$ cat src/rtl/fetch_sequencer.sv
// fetch_sequencer: instruction-fetch control around the PC register.
// Issues single-outstanding imem requests, captures responses into IF/ID,
// parks a response in a one-entry skid buffer while decode stalls, and
// drains stale responses after a redirect.
// Optional build macro: FETCH_ALIGN_CHECK_EN (sticky misaligned-redirect flag).
module fetch_sequencer #(
  parameter logic [31:0] PC_STEP   = 32'd4,
  parameter logic [31:0] NOP_INSTR = 32'h0000_0000
) (
  input  logic        clk,
  input  logic        reset,
  input  logic [31:0] pc_q,
  output logic [31:0] pc_d,
  output logic        imem_req,
  output logic [31:0] imem_addr,
  input  logic        imem_rvalid,
  input  logic [31:0] imem_rdata,
  input  logic        redirect_valid,
  input  logic [31:0] redirect_target,
  input  logic        id_stall,
  output logic        ifid_valid,
  output logic [31:0] ifid_instr,
  output logic [31:0] ifid_pc,
  output logic [31:0] ifid_pc_plus4,
  output logic        addr_err
);

  // ISSUE: request this cycle; WAIT: response pending; HOLD: skid full;
  // KILL: a response for an abandoned request is still in flight.
  typedef enum logic [1:0] {
    ISSUE,
    WAIT,
    HOLD,
    KILL
  } state_t;

  state_t      state;
  logic [31:0] skid_instr;
  logic [31:0] pc_next_seq;
  logic [31:0] target_aligned;
  logic        take_resp;
  logic        take_skid;
  logic        load_ifid;

  assign pc_next_seq    = pc_q + PC_STEP;
  assign target_aligned = {redirect_target[31:2], 2'b00};
  assign imem_req       = (state == ISSUE) & ~reset;
  assign imem_addr      = pc_q;
  assign load_ifid      = take_resp | take_skid;

  // Decide whether a word enters IF/ID this cycle; a redirect suppresses both sources.
  always_comb begin
    take_resp = 1'b0;
    take_skid = 1'b0;
    if (!redirect_valid) begin
      take_resp = (state == WAIT) & imem_rvalid & (~id_stall | ~ifid_valid);
      take_skid = (state == HOLD) & ~id_stall;
    end
  end

  // Next PC: redirect wins, advance only when an instruction is consumed, else hold.
  always_comb begin
    pc_d = pc_q;
    if (redirect_valid) begin
      pc_d = target_aligned;
    end else if (load_ifid) begin
      pc_d = pc_next_seq;
    end
  end

  // Fetch FSM together with the IF/ID register and the skid buffer.
  // HOLD is the only state in which skid_instr holds a live word.
  always_ff @(posedge clk) begin
    if (reset) begin
      state         <= ISSUE;
      ifid_valid    <= 1'b0;
      ifid_instr    <= NOP_INSTR;
      ifid_pc       <= '0;
      ifid_pc_plus4 <= '0;
      skid_instr    <= NOP_INSTR;
    end else begin
      unique case (state)
        ISSUE: state <= redirect_valid ? KILL : WAIT;
        WAIT: begin
          if (imem_rvalid) begin
            state <= (redirect_valid || take_resp) ? ISSUE : HOLD;
          end else if (redirect_valid) begin
            state <= KILL;
          end
        end
        HOLD: begin
          if (redirect_valid || !id_stall) begin
            state <= ISSUE;
          end
        end
        KILL: begin
          if (imem_rvalid) begin
            state <= ISSUE;
          end
        end
      endcase

      if (redirect_valid) begin
        skid_instr <= NOP_INSTR;
      end else if (state == WAIT && imem_rvalid && !take_resp) begin
        skid_instr <= imem_rdata;
      end

      if (redirect_valid) begin
        ifid_valid <= 1'b0;
        ifid_instr <= NOP_INSTR;
      end else if (load_ifid) begin
        ifid_valid    <= 1'b1;
        ifid_instr    <= take_resp ? imem_rdata : skid_instr;
        ifid_pc       <= pc_q;
        ifid_pc_plus4 <= pc_next_seq;
      end else if (!id_stall) begin
        ifid_valid <= 1'b0;
        ifid_instr <= NOP_INSTR;
      end
    end
  end

`ifdef FETCH_ALIGN_CHECK_EN
  // Sticky flag for any redirect to a non-word-aligned target.
  always_ff @(posedge clk) begin
    if (reset) begin
      addr_err <= 1'b0;
    end else if (redirect_valid && (redirect_target[1:0] != 2'b00)) begin
      addr_err <= 1'b1;
    end
  end
`else
  assign addr_err = 1'b0;
  logic unused_target_lo;
  assign unused_target_lo = ^redirect_target[1:0];
`endif

endmodule

$ cat config.mk
export PLATFORM = sky130hd
export DESIGN_NAME = fetch_sequencer
export DESIGN_NICKNAME = d
export VERILOG_FILES = /design/src/rtl/fetch_sequencer.sv
export SDC_FILE = /design/constraint.sdc
export NUM_CORES = 1
export LEC_CHECK = 0
export CORE_MARGIN = 2
export CORE_UTILIZATION = 48
export CTS_CLUSTER_SIZE = 14
export DETAILED_ROUTE_END_ITERATION = 10
export GPL_TIMING_DRIVEN = 1
export PLACE_DENSITY_LB_ADDON = 0.1
export SLEW_MARGIN = 20
export SYNTH_ARGS = -nofsm -noshare
export SYNTH_HDL_FRONTEND = slang
export SYNTH_SLANG_ARGS = --single-unit
$ cat constraint.sdc
create_clock -name clk -period 6.7 [get_ports clk]
set_input_delay 1.34 -clock clk [delete_from_list [all_inputs] [get_ports clk]]
set_output_delay 1.34 -clock clk [all_outputs]
set_load 0.05 [all_outputs]
==> flow_summary_export.csv <==
group,metric,value,unit
route,wl_met2,9.87,mm
placement,placed_cell_area,0.00931,mm^2
critical_path,worst_r2r_endpoint,"ifid_pc_plus4[11]",
route,wl,21.4,mm
yosys,synth_area,0.00674,mm^2
yosys,synth_mux_area_share,0.594,%
clock_network,cts_buffer_depth,2,
timing,fin_skew,0.00805,ns
worst_hold_path,min_path_cells,2,
route,drc_errors,0,
timing,grt_setup_unrepaired,"no",
yosys,syn_inst,912,
timing,setup_tns,0,ns
worst_hold_path,holdPathEnd,"ifid_pc[21]",
critical_path,reg2reg_from,"state[1]",
layout,layout-drive-gt1-share,8.52,%
yosys,yosysWarnings,0,
yosys,synth_compound_area_share,19.1,%
worst_hold_path,min_path_type,"register to register",
critical_path,rrSetupSlack,4.08,ns
timing,whs,0.453,ns
yosys,synth_seq_cells,129,
power_and_ir_drop,peakVddDrop,0.000194,V
route,ant_nets,0,
route,vias_per_cell,5.65,
worst_hold_path,worstHoldStart,"ifid_pc[21]",
clock_network,holdBufCountCts,0,
placement,hpwlAfterDp,14.4,mm
floorplanning,core-area,0.0138,mm^2
route,wl_met1,9.30,mm
yosys,synth_most_common_cell,"nand2_1",
critical_path,cp.required,5.36,ns
critical_path,cp-start-kind,"primary input",
timing,worst_slew_pin_slew,1.08,ns
yosys,synth_edf_count,0,
layout,final_net_count,1182,
yosys,synth_nets,1014,
timing,setup_violations,0,
clock_network,clkSinkCount,129,
yosys,ys_seq_area_share,38.3,%
critical_path,crit_fanout,15,
clock_network,clkLatencyLatePin,0.42,ns
yosys,synth-simple-area-share,30.3,%
timing,finalWorstSetupSlack,1.17,ns
critical_path,rr_worst_depth,5,
yosys,synth.top_cell.area_share,38.3,%
yosys,async_reset_ff_share,0,%
clock_network,cts_tree,"built",
global_routing,overflow,0,
layout,fin_cells,1272,
outcome,outcome,"complete, no violations",
global_routing,first_global_vias,6330,
floorplanning,die_h,122,um
placement,gp_congestion,0.827,
route,met3_length,1.62,mm
route,first_iter_violations,454,
yosys,synth_top_cell_by_area,"dfxtp_1",
placement,pre_cts_slack,1.16,ns
yosys,syn_area_per_cell,7.39,um^2
power_and_ir_drop,p_per_area,236,mW/mm^2
layout,diodes,0,
global_routing,grt_use_total,27.9,%
layout,finalInstanceArea,0.00991,mm^2
clock_network,cts_resized,0,
clock_network,cts_max_level,4,
timing,fmax,0.181,GHz
yosys,yosys_most_used_dff,"dfxtp_1",
yosys,synth_fa_ha_area_share,0.186,%
yosys,synth-xor-area-share,2.08,%
yosys,synth_top_family_by_area,"simple AND/OR/NAND/NOR gates",
clock_network,cts_root_buf,"clkbuf_16",
yosys,synth.distinct_cells,57,
route,drt_first_pass_iters,5,
critical_path,worstPathArrival,4.19,ns
power_and_ir_drop,power.leakage,3.24,nW
floorplanning,dieArea,0.0150,mm^2
route,top_layer,"met4",
floorplanning,die_width,122,um
clock_network,post_cts_buffers,0,
floorplanning,num_io_pins,264,
job,drv_cap,0,
route,vias,7185,
floorplanning,initial_core_util,48.9,%
floorplanning,rows,43,
yosys,netlist_top_cells_count,"nand2_1 (223), dfxtp_1 (129), a21oi_1 (70)",
placement,place_inst,1241,
critical_path,crit_type,"primary input to output port",
global_routing,antenna_found_initial,0,
timing,post-route-period-util,82.6,%
clock_network,cts-buffers-inserted,17,
global_routing,grt_pass1_wl,33.2,mm
timing,drv_slew,0,
timing,maxSlewHeadroom,27.5,%
timing,layout_min_cycle_time,5.53,ns
layout,syn_to_final_growth,47.1,%
placement,port_buffers,260,
critical_path,worst_setup_path_end_kind,"output port",
timing,hold_violations,0,
clock_network,clk_pin_slew,0.06,ns
global_routing,grt_max_degree,73,
route,wl_per_cell,16.9,um
yosys,synth_area_leaders,"dfxtp_1 (38%), nand2_1 (12%), a21oi_1 (5.2%)",
state kept, by name, summed over array words and instances, names as in the netlist:
name,flops
ifid_pc_plus4,30
ifid_instr,32
ifid_pc,32
skid_instr,32
ifid_valid,1
state,2
area by class of cell:
class	instances	area (um^2)
Clock inverter	14	181
Timing Repair Buffer	271	2930
Clock buffer	17	425
Multi-Input combinational cell	657	3560
Sequential cell	129	2580
Fill cell	1136	3860
Tap cell	180	225
Inverter	4	15.0
metal layers:
layer,vias up,track usage [%]
met4,0,11.8
met1,3320,36.4
met5,-,0
met3,42,6.37
li1,3531,-
met2,292,44.4
report_power, final:
part           internal [mW]  switching, mW
Combinational          0.213          0.365
Sequential             0.796         0.0167
Clock                  0.589          0.363
Total                   1.60          0.745
worst max-delay path by stage:
stage | from | endpoint | slack [ns] | depth (start not counted)
3_3_place_gp | pc_q[2] | pc_d[28] | 1.18 | 7
3_5_place_dp | pc_q[2] | pc_d[28] | 1.16 | 7
2_1_floorplan | pc_q[2] | pc_d[16] | 1.71 | 7
4_1_cts | pc_q[2] | pc_d[28] | 1.16 | 7
6_report | pc_q[2] | pc_d[28] | 1.17 | 7
5_1_grt | pc_q[2] | pc_d[28] | 1.03 | 7
cell usage in the layout, fill, tap and decap left out, drive strengths merged, types with 20 or more instances in the layout:
master	count
or4	27
clkdlybuf4s50	228
buf	43
nor2	45
nand4	20
nand3	54
a21oi	70
nand2	223
dfxtp	129
a31oi	49
per-stage QoR:
| stage | util, % | power, mW |
|---|---|---|
| floorplan | - | 1.18 |
| global placement | 67.6 | 1.40 |
| detailed placement | 67.6 | 1.40 |
| CTS | 72.0 | 2.35 |
| global route | 72.0 | 2.42 |
| finish | 72.0 | 2.34 |
critical path, cell delays in order:
cell and delay [ns]:
clkdlybuf4s50_1 0.64, ha_1 0.35, nand3_1 0.20, or4_4 0.67, or4_1 0.53, a31oi_1 0.28, buf_12 0.18
cell families after synthesis:
kind of cell	count (synthesis)
xor+xnor	16
compound gates	202
flops	129
simple gates	433
mux	4
fa+ha+maj	1
other cells	1
buf+inv	126
(Power assumes the default switching activity.)
